### config.mk
export PLATFORM = sky130hd
export DESIGN_NAME = tinyqv_mem_arbiter_flat
export DESIGN_NICKNAME = d
export VERILOG_FILES = /design/src/rtl/tinyqv_mem_arbiter_if.sv /design/src/rtl/tinyqv_mem_arbiter.sv /design/src/flat_wrapper.sv
export SDC_FILE = /design/constraint.sdc
export NUM_CORES = 1
export LEC_CHECK = 0
export ABC_AREA = 1
export BUFFER_PORTS_ARGS = -buffer_cell sky130_fd_sc_hd__buf_2
export CORE_MARGIN = 1.5
export CORE_UTILIZATION = 25
export CTS_BUF_LIST = sky130_fd_sc_hd__clkbuf_4
export DETAILED_ROUTE_END_ITERATION = 6
export PLACE_DENSITY = 0.4
export REMOVE_ABC_BUFFERS = 1
export SYNTH_ARGS = -nofsm -noshare
export SYNTH_HDL_FRONTEND = slang
export SYNTH_SLANG_ARGS = --single-unit
### constraint.sdc
create_clock -name clk -period 2.6 [get_ports clk]
set_input_delay 0.39 -clock clk [delete_from_list [all_inputs] [get_ports clk]]
set_output_delay 0.39 -clock clk [all_outputs]
set_load 0.01 [all_outputs]
### src/rtl/tinyqv_mem_arbiter_if.sv
// ---------------------------------------------------------------------------
// tinyqv_mem_arbiter_if
//
// Purpose: bus between the memory arbiter and the downstream memory
// controller. One transaction is launched with mem_start; mem_addr,
// mem_write and mem_size stay stable while the arbiter owns the bus.
//
// Signals:
//   mem_start       arbiter -> ctrl   one-cycle launch pulse
//   mem_addr        arbiter -> ctrl   byte address (ADDR_BITS)
//   mem_write       arbiter -> ctrl   1 = store
//   mem_size        arbiter -> ctrl   0 byte, 1 half, 2 word
//   mem_stop        arbiter -> ctrl   abort the current stream
//   mem_busy        ctrl -> arbiter   transaction in progress
//   mem_data_ready  ctrl -> arbiter   data beat valid
//   mem_done        ctrl -> arbiter   transaction finished (one-cycle pulse)
//
// Modports: master (arbiter side), slave (controller side).
// ---------------------------------------------------------------------------
interface tinyqv_mem_arbiter_if #(
    parameter int ADDR_BITS = 24
);
    logic                 mem_start;
    logic [ADDR_BITS-1:0] mem_addr;
    logic                 mem_write;
    logic [1:0]           mem_size;
    logic                 mem_stop;
    logic                 mem_busy;
    logic                 mem_data_ready;
    logic                 mem_done;

    modport master (
        output mem_start, mem_addr, mem_write, mem_size, mem_stop,
        input  mem_busy, mem_data_ready, mem_done
    );

    modport slave (
        input  mem_start, mem_addr, mem_write, mem_size, mem_stop,
        output mem_busy, mem_data_ready, mem_done
    );
endinterface

### src/rtl/tinyqv_mem_arbiter.sv
// ---------------------------------------------------------------------------
// tinyqv_mem_arbiter
//
// Purpose: shares one memory controller between the instruction fetch unit
// (streaming reads) and the load/store unit. Loads/stores normally win; after
// a data transaction that finished while a fetch was waiting, the next grant
// goes to the fetch (fair_instr). A load/store arriving while the bus is
// owned is held in a one-deep pending slot.
//
// Ports:
//   clk, rstn                       clock, asynchronous active-low reset
//   instr_req/instr_addr/instr_stop fetch request, start address, abandon
//   instr_ready                     data beat for fetch owner
//   data_req/data_addr/data_write/data_size   load/store request
//   data_ready                      data beat for load/store owner
//   data_busy                       load/store accepted, not yet complete
//   mem                             tinyqv_mem_arbiter_if.master to controller
//
// Build option: define TINYQV_ARB_PREEMPT_EN to let a new load/store abort
// an in-flight fetch stream instead of waiting for it to finish.
// ---------------------------------------------------------------------------
module tinyqv_mem_arbiter #(
    parameter int ADDR_BITS = 24
) (
    input  logic                 clk,
    input  logic                 rstn,

    input  logic                 instr_req,
    input  logic [ADDR_BITS-1:0] instr_addr,
    input  logic                 instr_stop,
    output logic                 instr_ready,

    input  logic                 data_req,
    input  logic [ADDR_BITS-1:0] data_addr,
    input  logic                 data_write,
    input  logic [1:0]           data_size,
    output logic                 data_ready,
    output logic                 data_busy,

    tinyqv_mem_arbiter_if.master mem
);
    typedef enum logic [1:0] {IDLE, INSTR, DATA, STOP} state_t;

    // Counter value seen on the 15th busy cycle spent in STOP.
    localparam logic [3:0] STOP_LAST = 4'd14;

    state_t               state, state_next;
    logic                 pending;
    logic [ADDR_BITS-1:0] pend_addr;
    logic                 pend_write;
    logic [1:0]           pend_size;
    logic                 fair_instr;
    logic [3:0]           stop_cnt;
    logic [ADDR_BITS-1:0] addr_q;
    logic                 write_q;
    logic [1:0]           size_q;

    logic                 data_grant;
    logic                 instr_grant;
    logic                 stop_out;
    logic                 data_avail;
    logic [ADDR_BITS-1:0] grant_addr;
    logic                 grant_write;
    logic [1:0]           grant_size;

    assign data_avail = pending | data_req;

    always_comb begin
        state_next  = state;
        data_grant  = 1'b0;
        instr_grant = 1'b0;
        stop_out    = 1'b0;
        case (state)
            IDLE: begin
                // Grants are gated by rstn so mem_start is low throughout reset.
                if (rstn) begin
                    if (data_avail && !(fair_instr && instr_req)) begin
                        data_grant = 1'b1;
                        state_next = DATA;
                    end else if (instr_req) begin
                        instr_grant = 1'b1;
                        state_next  = INSTR;
                    end
                end
            end
            INSTR: begin
                // A finishing fetch needs no abort even if the branch arrives too.
                if (mem.mem_done) begin
                    state_next = IDLE;
                end else if (instr_stop) begin
                    stop_out   = 1'b1;
                    state_next = STOP;
                end
`ifdef TINYQV_ARB_PREEMPT_EN
                else if (data_req && !pending) begin
                    stop_out   = 1'b1;
                    state_next = STOP;
                end
`endif
            end
            DATA: begin
                if (mem.mem_done) begin
                    state_next = IDLE;
                end
            end
            STOP: begin
                if (!mem.mem_busy) begin
                    state_next = IDLE;
                end else begin
                    stop_out = 1'b1;
                    // Controller never released the bus: give up and go idle.
                    if (stop_cnt == STOP_LAST) begin
                        state_next = IDLE;
                    end
                end
            end
            default: state_next = IDLE;
        endcase
    end

    always_comb begin
        grant_addr  = instr_addr;
        grant_write = 1'b0;
        grant_size  = 2'd2;
        if (data_grant) begin
            grant_addr  = pending ? pend_addr  : data_addr;
            grant_write = pending ? pend_write : data_write;
            grant_size  = pending ? pend_size  : data_size;
        end
    end

    // Attributes are forwarded combinationally on the launch cycle so they
    // are valid alongside mem_start, then held from the latched copy.
    assign mem.mem_start = data_grant | instr_grant;
    assign mem.mem_addr  = mem.mem_start ? grant_addr  : addr_q;
    assign mem.mem_write = mem.mem_start ? grant_write : write_q;
    assign mem.mem_size  = mem.mem_start ? grant_size  : size_q;
    assign mem.mem_stop  = stop_out;

    assign instr_ready = (state == INSTR) & mem.mem_data_ready;
    assign data_ready  = (state == DATA)  & mem.mem_data_ready;
    assign data_busy   = pending | data_grant | ((state == DATA) & ~mem.mem_done);

    always_ff @(posedge clk or negedge rstn) begin
        if (!rstn) begin
            state      <= IDLE;
            pending    <= 1'b0;
            pend_addr  <= '0;
            pend_write <= 1'b0;
            pend_size  <= 2'd0;
            fair_instr <= 1'b0;
            stop_cnt   <= 4'd0;
            addr_q     <= '0;
            write_q    <= 1'b0;
            size_q     <= 2'd0;
        end else begin
            state <= state_next;

            if (mem.mem_start) begin
                addr_q  <= grant_addr;
                write_q <= grant_write;
                size_q  <= grant_size;
            end

            // Any load/store not granted on arrival is parked; a second one
            // while the slot is full is dropped.
            if (data_grant) begin
                pending <= 1'b0;
            end else if (data_req && !pending) begin
                pending    <= 1'b1;
                pend_addr  <= data_addr;
                pend_write <= data_write;
                pend_size  <= data_size;
            end

            if (instr_grant) begin
                fair_instr <= 1'b0;
            end else if (state == DATA && mem.mem_done && instr_req) begin
                fair_instr <= 1'b1;
            end

            // Held at zero outside STOP, so it starts from zero on every entry.
            if (state != STOP) begin
                stop_cnt <= 4'd0;
            end else if (mem.mem_busy) begin
                stop_cnt <= stop_cnt + 4'd1;
            end
        end
    end
endmodule
### src/flat_wrapper.sv
// flat-port wrapper written by rule: the top's interface ports become plain ports
module tinyqv_mem_arbiter_flat 
#(
    parameter int ADDR_BITS = 24
)
  (clk, rstn, instr_req, instr_addr, instr_stop, instr_ready, data_req, data_addr, data_write, data_size, data_ready, data_busy, mem_mem_start, mem_mem_addr, mem_mem_write, mem_mem_size, mem_mem_stop, mem_mem_busy, mem_mem_data_ready, mem_mem_done);
  tinyqv_mem_arbiter_if #(.ADDR_BITS(ADDR_BITS)) mem_i ();
  input  logic clk;
  input  logic rstn;
  input  logic instr_req;
  input  logic [ADDR_BITS-1:0] instr_addr;
  input  logic instr_stop;
  output logic instr_ready;
  input  logic data_req;
  input  logic [ADDR_BITS-1:0] data_addr;
  input  logic data_write;
  input  logic [1:0] data_size;
  output logic data_ready;
  output logic data_busy;
  output wire logic [$bits(mem_i.mem_start)-1:0] mem_mem_start;
  output wire logic [$bits(mem_i.mem_addr)-1:0] mem_mem_addr;
  output wire logic [$bits(mem_i.mem_write)-1:0] mem_mem_write;
  output wire logic [$bits(mem_i.mem_size)-1:0] mem_mem_size;
  output wire logic [$bits(mem_i.mem_stop)-1:0] mem_mem_stop;
  input wire logic [$bits(mem_i.mem_busy)-1:0] mem_mem_busy;
  input wire logic [$bits(mem_i.mem_data_ready)-1:0] mem_mem_data_ready;
  input wire logic [$bits(mem_i.mem_done)-1:0] mem_mem_done;
  assign mem_mem_start = mem_i.mem_start;
  assign mem_mem_addr = mem_i.mem_addr;
  assign mem_mem_write = mem_i.mem_write;
  assign mem_mem_size = mem_i.mem_size;
  assign mem_mem_stop = mem_i.mem_stop;
  assign mem_i.mem_busy = mem_mem_busy;
  assign mem_i.mem_data_ready = mem_mem_data_ready;
  assign mem_i.mem_done = mem_mem_done;
  tinyqv_mem_arbiter #(.ADDR_BITS(ADDR_BITS)) u_core (.clk(clk), .rstn(rstn), .instr_req(instr_req), .instr_addr(instr_addr), .instr_stop(instr_stop), .instr_ready(instr_ready), .data_req(data_req), .data_addr(data_addr), .data_write(data_write), .data_size(data_size), .data_ready(data_ready), .data_busy(data_busy), .mem(mem_i));
endmodule
# Yosys cells after proc, flatten, opt, wreduce, memory -nomap -nowiden
# Cells that the tools add are included.
# Widths: inputs -> output; s select.
[word_totals] inputBits=59 output_inout_bits=32 word_cells=78 register_bits=62
[classes] eq_ne=10 bitwise_logic=9 mux=35 reduce_logical=13 n_addsub=1
[ops] cell="$mux 24" count=3
[ops] cell="$mux 2" count=11
[ops] cell="$mux 1" count=17
[ops] cell="$mux 4" count=2
[ops] cell="$pmux 2 s4" count=1
[ops] cell="$ne 2x2->1 const B" count=3
[ops] cell="$ne 3x2->1 const B" count=2
[ops] cell="$reduce_bool 2->1" count=3
[ops] cell="$logic_and 1x1->1" count=5
[ops] cell="$reduce_and 5->1" count=1
[ops] cell="$add 4x1->4 const B" count=1
[ops] cell="$eq 2x2->1 const B" count=2
[ops] cell="$eq 4x4->1 const B" count=1
[ops] cell="$or 1x1->1" count=4
[ops] cell="$and 1x1->1" count=3
[ops] cell="$ne 3x3->1 const B" count=1
[ops] cell="$eq 2x1->1 const B" count=1
[ops] cell="$logic_not 1->1" count=2
[ops] cell="$logic_not 2->1" count=1
[ops] cell="$not 1->1" count=2
[ops] cell="$pmux 1 s2" count=1
[ops] cell="$reduce_and 2->1" count=1

# Depth between registers and ports, before layout
# Gate-level depths: netlist of the first run.
[logic_depth] depth_word=8 depth_mapped=9 ltp_nobuf=8

# Worst setup path before layout of the first run
# No wires, ideal clock.
[synth_path] path_type="input to output" start="in rstn" end="out mem_mem_addr[14]" required_time_ns=2.210 path_stages=8 path_buffers=2 arrival_ns=1.274 setup_slack_ns=0.936 cell_sequence="buf_4 nand2_1 inv_1 nand3_2 nand2_4 buf_2 nand3_1 nand2_1"
[synth_via] elab_chain_len=4 elab_cells_between_ends=7 cone_classes="mux: 6; bitwise: 1"
[synth_rtl] item="start, declared" line_no="flat_wrapper.sv:9" rtl="input logic rstn;"
[synth_rtl] item="$mux 1" line_no="tinyqv_mem_arbiter.sv:76" rtl="if (rstn) begin"
[synth_rtl] item="$mux 1" line_no="tinyqv_mem_arbiter.sv:73" rtl="case (state)"
[synth_rtl] item="$or 1x1->1 (*)" line_no="tinyqv_mem_arbiter.sv:134" rtl="assign mem.mem_start = data_grant | instr_grant;"
[synth_rtl] item="via mem_mem_start" line_no="flat_wrapper.sv:20" rtl="output wire logic [$bits(mem_i.mem_start)-1:0] mem_mem_start;"
[synth_rtl] item="$mux 24 (*)"
[synth_rtl] item="end, declared" line_no="flat_wrapper.sv:21" rtl="output wire logic [$bits(mem_i.mem_addr)-1:0] mem_mem_addr;"
# Mark *: on every way through the listed nets, which the timed path passes. The rest lies on a longest branch.

# Worst setup path in the final report of the first run
[layout_path] start="reg u_core.pending" end="out mem_mem_addr[11]"
[layout_via] elab_chain_len=7 elab_cells_between_ends=12 cone_classes="mux: 9; bitwise: 2; reduce/logical: 1"
[layout_rtl] item="start, declared" line_no="tinyqv_mem_arbiter.sv:48" rtl="logic pending;"
[layout_rtl] item="start signal, assigned" line_no="tinyqv_mem_arbiter.sv:147" rtl="pending <= 1'b0;"
[layout_rtl] item="start signal, assigned" line_no="tinyqv_mem_arbiter.sv:168" rtl="pending <= 1'b0;"
[layout_rtl] item="start signal, assigned" line_no="tinyqv_mem_arbiter.sv:170" rtl="pending <= 1'b1;"
[layout_rtl] item="$or 1x1->1" line_no="tinyqv_mem_arbiter.sv:66" rtl="assign data_avail = pending | data_req;"
[layout_rtl] item="$logic_and 1x1->1" line_no="tinyqv_mem_arbiter.sv:77" rtl="if (data_avail && !(fair_instr && instr_req)) begin"
[layout_rtl] item="$mux 1" line_no="tinyqv_mem_arbiter.sv:77"
[layout_rtl] item="$mux 1" line_no="tinyqv_mem_arbiter.sv:76"
[layout_rtl] item="$mux 1" line_no="tinyqv_mem_arbiter.sv:73"
[layout_rtl] item="$mux 24 / $or 1x1->1 (equally long branches)" line_no="tinyqv_mem_arbiter.sv:125, tinyqv_mem_arbiter.sv:134"
[layout_rtl] item="$mux 24 (*)"
# Mark *: on every way between the ends. The rest lies on a longest branch, timed or not.

==> results of run 1 <==
-- kinds of logic after synthesis --
kind of cell | after synthesis
AOI/OAI and AO/OA | 60
buffers and inverters | 87
DFF | 62
and+or+nand+nor | 233
adders and majority gates | 2
xor gates and xnor gates | 1
-- area by class of cell --
cell class | instances | area (µm²) | area share [%]
flip-flops and latches | 62 | 1550 | 36.7
multi-input cells | 297 | 1510 | 35.8
repair buffers | 99 | 568 | 13.4
inverters | 64 | 243 | 5.74
well taps | 176 | 220 | 5.21
clock buffers | 11 | 82.6 | 1.95
clock inverters | 5 | 50.0 | 1.18
-- what timing repair did --
item                       CTS  global route
cloned                       1             0
resized for setup            1             4
hold endpoints to repair     5             0
buffers inserted             0             4
pin swaps                    1             3
hold buffers                 1             0
setup endpoints to repair   24            27
-- critical path, stage by stage (launching register included) --
cell     delay, ps
dfrtp_2        460
o21ai_4        250
nand3_2        130
nand2_4        190
buf_6          220
nand3_1        110
nand2_1         90
buf_2          140
-- layer usage --
metal | share of wire [%] | global-route usage (%) | vias up
met5 | 0 | 0 | -
met4 | 1.1 | 3.53 | 0
met3 | 5.3 | 4.09 | 8
met2 | 44 | 20.6 | 80
met1 | 50 | 19.1 | 1409
li1 | - | - | 1565
-- state kept, by name, indices dropped and copies added, names as in the netlist --
| register | count |
|---|---|
| u_core.addr_q | 24 |
| u_core.stop_cnt | 4 |
| u_core.fair_instr | 1 |
| u_core.state | 2 |
| u_core.pend_addr | 24 |
| u_core.write_q | 1 |
| u_core.size_q | 2 |
| u_core.pending | 1 |
| u_core.pend_size | 2 |
| u_core.pend_write | 1 |
-- Yosys cell counts, drive strengths merged --
library cell,n
nand3,57
nor3b,1
xor2,1
nand2,154
a21oi,1
nand4,2
nor3,1
and2,1
buf,21
clkbuf,2
nor2,17
o21ai,35
ha,2
o21a,24
dfrtp,62
inv,64
-- power groups by stage --
stage | clock network (mW) | registers (mW) | logic [mW]
detailed placement | 0 | 1.60 | 2.32
CTS | 0.707 | 1.57 | 2.36
global route | 0.752 | 1.62 | 2.76
global placement | 0 | 1.59 | 2.28
finish | 0.675 | 1.57 | 2.43
floorplan | 0 | 1.63 | 1.48
-- per-stage QoR --
step                total power [mW]  area [µm²]  setup TNS [ps]  hold WS [ps]  setup slack (ps)
global placement                3.88        4010               0           235               396
detailed placement              3.91        4010               0           235               388
floorplan                       3.11        3290           -4730          94.4              -180
finish                          4.68        4230               0          33.7               211
CTS                             4.64        4170               0          44.3              51.0
global route                    5.14        4230               0          38.6              32.8
-- worst min-delay path by stage --
| stage | to | cells after the start |
|---|---|---|
| after floorplan | u_core.addr_q[0]$_DFF_PN0_ | 0 |
| after global placement | u_core.state[0]$_DFFE_PN0P_ | 1 |
| after detailed placement | u_core.state[1]$_DFFE_PN0P_ | 1 |
| after CTS | u_core.pend_addr[13]$_DFFE_PN0P_ | 2 |
| after global routing | u_core.pend_addr[17]$_DFFE_PN0P_ | 2 |
| final | u_core.pend_addr[6]$_DFFE_PN0P_ | 2 |
==> flow_metrics.env, run 1 <==
export IMPL_die_area_um2=14600
export IMPL_reg2reg_slack_ps=870
export IMPL_num_vias=3062
export IMPL_cts_sinks=62
export IMPL_clkPwrFrac_pct=14.4
export IMPL_cp_max_fo=17
export IMPL_synth_compound_area_share_pct=12.9
export IMPL_dr_first_iter_drc_count=155
export IMPL_mostFrequentLayoutCells="nand2_1, buf_2, inv_1"
export IMPL_cp_arrival_ps=2000
export IMPL_slew_viol_final=0
export IMPL_cts_buffer_depth=2
export IMPL_final_hold_viol_count=0
export IMPL_die_x_um=121
export IMPL_start_kind="flip-flop"
export IMPL_cts_tree="built"
export IMPL_cts_made_buffers=9
export IMPL_net_switching_power_mw=2.02
export IMPL_p_int_mw=2.66
export IMPL_synthSimpleGateAreaFrac_pct=29.4
export IMPL_htree_levels=3
export IMPL_layout_commonest_cell="nand2_1"
export IMPL_max_freq_mhz=419
export IMPL_seq_area_frac_synth_pct=44.7
export IMPL_finalNonFillerCells=714
export IMPL_antenna_left=0
export IMPL_routabilityCongestion=0.745
export IMPL_r2r_cells=7
export IMPL_syn_area_per_cell_um2=7.80
export IMPL_min_period_ps=2390
export IMPL_via_per_inst=4.29
export IMPL_grtUsageTotal_pct=13.7
export IMPL_reg2reg_from="u_core.pending$_DFFE_PN0P_"
export IMPL_power_density_nw_per_um2=1110
export IMPL_n_antenna_cell=0
export IMPL_clkLatencyLatePin_ps=420
export IMPL_setup_violations=0
export IMPL_yosysWarningCount=0
export IMPL_coreArea_um2=13400
export IMPL_grt_pass1_vias=3108
export IMPL_relSlewSlack_pct=71.7
export IMPL_hold_path_class="input port to asynchronous set/reset pin"
export IMPL_yosysTopAreaCell="dfrtp_1"
export IMPL_synthXorXnorAreaFrac_pct=0.252
export IMPL_crit_path_start="u_core.pending$_DFFE_PN0P_"
export IMPL_ys_top_cells_by_area="dfrtp_1, nand2_1, nand3_1, inv_1, o21a_1"
export IMPL_layout_drive_gt1_share_pct=27.0
export IMPL_cap_violations=0
export IMPL_dr_pass1_iters=4
export IMPL_n_fill_cell=1484
export IMPL_initial_utilization_pct=25.9
export IMPL_r2r_end="u_core.pend_addr[7]$_DFFE_PN0P_"
export IMPL_routed_wl_um=9320
export IMPL_worst_slew_pin_slew_ps=424
export IMPL_path_class="flip-flop to output port"
export IMPL_yosysUniqueCellTypes=28
export IMPL_drc=0
export IMPL_final_nets=594
export IMPL_muxShareOfSynthArea_pct=0
export IMPL_end_kind="output port"
export IMPL_synth_top_area_share_pct=44.7
export IMPL_combPwrFrac_pct=51.9
export IMPL_fp_row_count=42
export IMPL_grt_pass1_wl_um=15600
export IMPL_status="finished, final reports clean"
export IMPL_synth_area_um2=3470
export IMPL_dpl_hpwl_um=6040
export IMPL_antenna_found_initial=0
export IMPL_routedWlPerCell_um=13.0
export IMPL_synthAdderAreaFrac_pct=0.721
export IMPL_fin_crit_sh_pct=91.9
export IMPL_seq_power_share_pct=33.6
export IMPL_ys_ff_latch=62
export IMPL_clockRootBuffer="clkbuf_4"
export IMPL_critPathCapture="mem_mem_addr[11]"
export IMPL_p_leak_nw=2.34
export IMPL_port_buffers=90
export IMPL_ir_worst_vdd_mv=0.356
export IMPL_grt_max_degree=83
export IMPL_area_growth_pct=21.8
export IMPL_path_clk_slew_ps=110
export IMPL_cp_required_ps=2210
export IMPL_p_sw_share_pct=43.1
export IMPL_rsz0062_at_grt="no"
export IMPL_fp_dieH_um=121
export IMPL_fin_skew_ps=19.9
export IMPL_utilization_pct=31.6
export IMPL_synth_top_family_by_area="simple AND/OR/NAND/NOR gates"
export IMPL_pin_count=91
export IMPL_overflow=0
export IMPL_dp_cells=692
export IMPL_synth_cells=445
Power figures use the tool's default switching activity.
==> run 2: changes to the inputs <==
Settings changed: CORE_ASPECT_RATIO set to 1.2.
==> run 2 against run 1 <==
Clock power is 12% lower. Count of clock-buffer cells in the layout grew 2. Sequential share of layout area grew 0.17 points. Core utilization shrank 0.84 points. Largest cell class unchanged. Largest power group unchanged. Highest routed layer unchanged.
==> flow_metrics.env, run 2 (synthesized netlist as in run 1, its figures left out) <==
export IMPL_slew_viol_final=0
export IMPL_cap_violations=0
export IMPL_setup_violations=0
export IMPL_dr_first_iter_drc_count=127
export IMPL_seqCellArea_um2=1550
export IMPL_cp_max_fo=28
export IMPL_routed_wl_um=9050
export IMPL_max_freq_mhz=408
export IMPL_finalNonFillerCells=711
export IMPL_min_from="data_addr[6]"
export IMPL_cts_sinks=62
export IMPL_end_kind="output port"
export IMPL_fp_dieH_um=132
export IMPL_power_density_nw_per_um2=1090
export IMPL_antenna_left=0
export IMPL_antenna_found_initial=0
export IMPL_coreArea_um2=13700
export IMPL_rsz0062_at_grt="no"
export IMPL_path_clk_slew_ps=110
export IMPL_tns_ps=0
export IMPL_pin_count=91
export IMPL_reg2reg_slack_ps=780
export IMPL_r2r_end="u_core.pend_addr[8]$_DFFE_PN0P_"
export IMPL_drc=0
export IMPL_die_x_um=111
export IMPL_cts_made_buffers=9
export IMPL_fin_crit_sh_pct=94.4
export IMPL_cts_buffer_depth=2
export IMPL_n_fill_cell=1563
export IMPL_layout_commonest_cell="nand2_1"
export IMPL_top_regs="u_core.addr_q: 24 flops, u_core.pend_addr: 24 flops, u_core.stop_cnt: 4 flops"
export IMPL_clockRootBuffer="clkbuf_4"
export IMPL_mostFrequentLayoutCells="nand2_1, buf_2, inv_1"
export IMPL_worst_slew_pin_slew_ps=433
export IMPL_relSlewSlack_pct=71.1
export IMPL_num_vias=3026
export IMPL_power_mw=4.57
export IMPL_grt_pass1_vias=3075
export IMPL_final_nets=596
export IMPL_cp_required_ps=2210
export IMPL_ir_worst_vdd_mv=0.381
export IMPL_grt_pass1_wl_um=15400
export IMPL_dp_slack_ps=397
export IMPL_r2r_cells=7
export IMPL_die_area_um2=14600
export IMPL_area_growth_pct=21.3
export IMPL_multi_input_area_um2=1510
export IMPL_place_area_um2=4030
export IMPL_hold_end="u_core.pend_addr[6]$_DFFE_PN0P_"
export IMPL_fp_row_count=47
export IMPL_status="finished, final reports clean"
export IMPL_grt_max_degree=86
export IMPL_p_leak_nw=2.34
export IMPL_htree_levels=3
export IMPL_cts_tree="built"
export IMPL_n_antenna_cell=0
export IMPL_fin_area_um2=4210
export IMPL_min_period_ps=2450
export IMPL_routabilityCongestion=0.726
export IMPL_routedWlPerCell_um=12.7
export IMPL_dp_cells=688
export IMPL_clkLatencyLatePin_ps=420
export IMPL_layout_drive_gt1_share_pct=27.0
export IMPL_via_per_inst=4.26
export IMPL_dr_pass1_iters=4
export IMPL_hold_path_class="input port to flip-flop"
export IMPL_overflow=0
export IMPL_final_setup_worst_slack_ps=146
export IMPL_final_hold_viol_count=0
export IMPL_dpl_hpwl_um=6110
export IMPL_worstHoldPathCells=3
export IMPL_grtUsageTotal_pct=13.3
export IMPL_port_buffers=90
export IMPL_initial_utilization_pct=25.3
export IMPL_fin_skew_ps=9.16
export IMPL_path_class="input port to output port"
export IMPL_reg2reg_from="u_core.pending$_DFFE_PN0P_"
export IMPL_start_kind="input port"
export IMPL_cp_arrival_ps=2060
==> run 2: cell count changes in the layout (fill, tap and decap cells not counted), sizes merged <==
cell / before / now
clkinvlp: 1 / 0
bufinv: 1 / 0
nor2: 18 / 17
buf: 98 / 101
clkbuf: 11 / 13
==> run 2: worst max path at each step <==
stage	cells past startpoint	slack, ps	endpoint	from
floorplan	7	-180	mem_mem_addr[0]	u_core.pending$_DFFE_PN0P_
global placement	9	400	mem_mem_addr[18]	instr_req
detailed placement	9	400	mem_mem_addr[18]	instr_req
CTS	10	10	mem_mem_addr[18]	rstn
global route	8	20	mem_mem_addr[19]	u_core.state[1]$_DFFE_PN0P_
finish	8	150	mem_mem_addr[8]	rstn
==> run 2: metrics by stage <==
step	util [%]	hold slack, ps
after floorplan	-	94.4
after global placement	29.4	214
after detailed placement	29.4	214
after CTS	30.5	178
after global routing	30.7	201
final	30.7	221
==> run 2: worst max-delay path, cell delays in order <==
cell and delay (ps):
dlygate4sd3_1 550, buf_4 180, nand4_4 130, buf_4 370, nand2_1 120, nand3_1 100, nand2_1 80, buf_2 140
==> run 2: power breakdown <==
| group | switching (mW) | internal, mW | total (mW) |
|---|---|---|---|
| Clock | 0.360 | 0.232 | 0.591 |
| Combinational | 1.42 | 0.968 | 2.39 |
| Sequential | 0.203 | 1.39 | 1.59 |
| Total | 1.99 | 2.59 | 4.57 |
==> run 2: final cells by class <==
cell class                 instances  share of cell area, %
timing repair buffer             102                   13.7
clock buffer                      13                   2.32
inverter                          64                   5.82
sequential                        62                   36.9
clock inverter                     3                  0.267
multi-input combinational        296                   35.9
tap                              171                   5.08
==> run 2: what timing repair did <==
action	CTS	global route
buffers inserted	3	3
setup endpoints to repair	21	27
hold buffers	1	0
hold endpoints to repair	1	0
resized for setup	2	3
pin swaps	1	1
==> run 2: per-layer routing <==
layer  GRT usage (%)  wire length, µm  part of all wire [%]
met3            2.80              324                   3.6
met1            16.7             4150                    46
met2            21.8             4410                    49
met5               0                0                     0
met4            6.20              177                   2.0
==> run 3: changes to the inputs <==
Settings changed: PLACE_DENSITY 0.4 to 0.48, SKIP_LAST_GASP set to 1.
==> run 3 against run 2 <==
Highest routed layer unchanged. Design area shrank 1.2%. Core utilization shrank 0.36 points. Final cell count shrank 0.56%. Sequential power is essentially flat. Clock power shrank 4.6%. Via count grew 0.99%. Clock skew grew 6.7 ps. Maximum frequency grew 2.3%. Global-route usage is essentially flat. Critical path type is now flip-flop to output port.
==> flow_metrics.env, run 3 (synthesized netlist as in run 1, its figures left out) <==
export IMPL_status="finished, final reports clean"
export IMPL_max_freq_mhz=417
export IMPL_dpl_hpwl_um=6090
export IMPL_hold_path_class="input port to flip-flop"
export IMPL_cts_buffer_depth=2
export IMPL_layout_commonest_cell="nand2_1"
export IMPL_area_growth_pct=19.9
export IMPL_crit_chain="nor2_4 > nand3_2 > nand2_8 > buf_6 > nor2_1 > nor2_1 > buf_2"
export IMPL_fin_crit_sh_pct=92.2
export IMPL_clockRootBuffer="clkbuf_4"
export IMPL_end_kind="output port"
export IMPL_cp_required_ps=2210
export IMPL_grtUsageTotal_pct=13.3
export IMPL_p_leak_nw=2.31
export IMPL_final_setup_worst_slack_ps=202
export IMPL_reg2reg_slack_ps=820
export IMPL_n_antenna_cell=0
export IMPL_cap_violations=0
export IMPL_routed_wl_um=9080
export IMPL_num_vias=3056
export IMPL_relSlewSlack_pct=64.3
export IMPL_coreArea_um2=13700
export IMPL_pin_count=91
export IMPL_top_regs="u_core.addr_q: 24 flops, u_core.pend_addr: 24 flops, u_core.stop_cnt: 4 flops"
export IMPL_min_period_ps=2400
export IMPL_drc=0
export IMPL_dp_slack_ps=398
export IMPL_initial_utilization_pct=25.3
export IMPL_final_nets=592
export IMPL_place_area_um2=4020
export IMPL_fin_skew_ps=15.9
export IMPL_port_buffers=90
export IMPL_cp_slowest_cell="dfrtp_2"
export IMPL_htree_levels=3
export IMPL_start_kind="flip-flop"
export IMPL_path_class="flip-flop to output port"
export IMPL_antenna_found_initial=0
export IMPL_routedWlPerCell_um=12.8
export IMPL_power_density_nw_per_um2=1070
export IMPL_clkLatencyLatePin_ps=420
export IMPL_slowest_delay_ps=470
export IMPL_die_x_um=111
export IMPL_dr_pass1_iters=5
export IMPL_cp_max_fo=15
export IMPL_fp_dieH_um=132
export IMPL_fp_row_count=47
export IMPL_cp_arrival_ps=2010
export IMPL_antenna_left=0
export IMPL_worst_path_buf_inv=2
export IMPL_cp_common_cell="nor2_1"
export IMPL_grt_max_degree=70
export IMPL_rsz0062_at_grt="no"
export IMPL_cts_tree="built"
export IMPL_routabilityCongestion=0.743
export IMPL_ir_worst_vdd_mv=0.461
export IMPL_die_area_um2=14600
export IMPL_slew_viol_final=0
export IMPL_layout_drive_gt1_share_pct=26.7
export IMPL_cts_sinks=62
export IMPL_mostFrequentLayoutCells="nand2_1, buf_2, inv_1"
export IMPL_utilization_pct=30.4
export IMPL_fin_area_um2=4160
export IMPL_crit_family="simple AND/OR/NAND/NOR gates"
export IMPL_grt_pass1_vias=3189
export IMPL_final_hold_viol_count=0
export IMPL_via_per_inst=4.32
export IMPL_worst_slew_pin_slew_ps=535
export IMPL_path_clk_slew_ps=120
export IMPL_grt_pass1_wl_um=15600
export IMPL_overflow=0
export IMPL_setup_violations=0
export IMPL_tns_ps=0
export IMPL_dr_first_iter_drc_count=149
export IMPL_cts_made_buffers=9
## run 3: changes by cell type in the layout (fill, tap and decap cells not counted), sizes merged
cell | previous run | this run
clkinvlp | 0 | 1
clkbuf | 13 | 10
buf | 101 | 97
clkinv | 3 | 5
## run 3: routing by layer
layer  up-vias  GRT usage [%]  part of all wire [%]
met5         -              0                     0
met4         0           5.41                   1.7
met3        12           3.36                   5.1
met2        78           21.8                    47
met1      1404           16.8                    46
li1       1562              -                     -
## run 3: cell type report
class	count	area (µm²)
clock buffer	10	75.1
inverter	64	243
multi-input combinational	296	1510
tap	171	214
sequential	62	1550
fill	1474	9540
clock inverter	6	28.8
timing repair buffer	98	536
## run 3: through the flow
step	instances	hold slack, ps	power, mW
CTS	706	177	4.54
global route	707	197	4.94
floorplan	422	94.4	3.11
finish	707	218	4.47
detailed placement	689	436	3.94
global placement	689	433	3.90
## run 3: path summary, 6_finish.rpt
check | from | to | cells after the start
max | u_core.state[1]$_DFFE_PN0P_ | mem_mem_size[1] | 7
min in group asynchronous | rstn | u_core.pend_write$_DFFE_PN0P_ | 3
min | data_size[0] | u_core.pend_size[0]$_DFFE_PN0P_ | 3
min reg2reg | u_core.addr_q[18]$_DFF_PN0_ | u_core.addr_q[18]$_DFF_PN0_ | 2
max in group asynchronous | rstn | u_core.pend_addr[9]$_DFFE_PN0P_ | 3
max reg2reg | u_core.pending$_DFFE_PN0P_ | u_core.pend_addr[19]$_DFFE_PN0P_ | 5
## run 3: power by group
group	switching [mW]	leakage (nW)	total, mW	internal [mW]
clock network	0.369	0.0587	0.564	0.195
logic	1.42	1.47	2.32	0.900
registers	0.194	0.772	1.58	1.39
total	1.99	2.31	4.47	2.48
## run 3: tightest hold or removal path: cells and delay by family
kind,cells,cell delay [ps]
buffers and inverters,2,160
AO/OA/AOI/OAI,1,60
## run 3: what timing repair did
action                                 4_1_cts  5_1_grt
resized for setup                            0        6
setup endpoints to repair                    0       27
setup buffers                                0        1
hold buffers                                 1        0
endpoints found under the hold margin       22        0
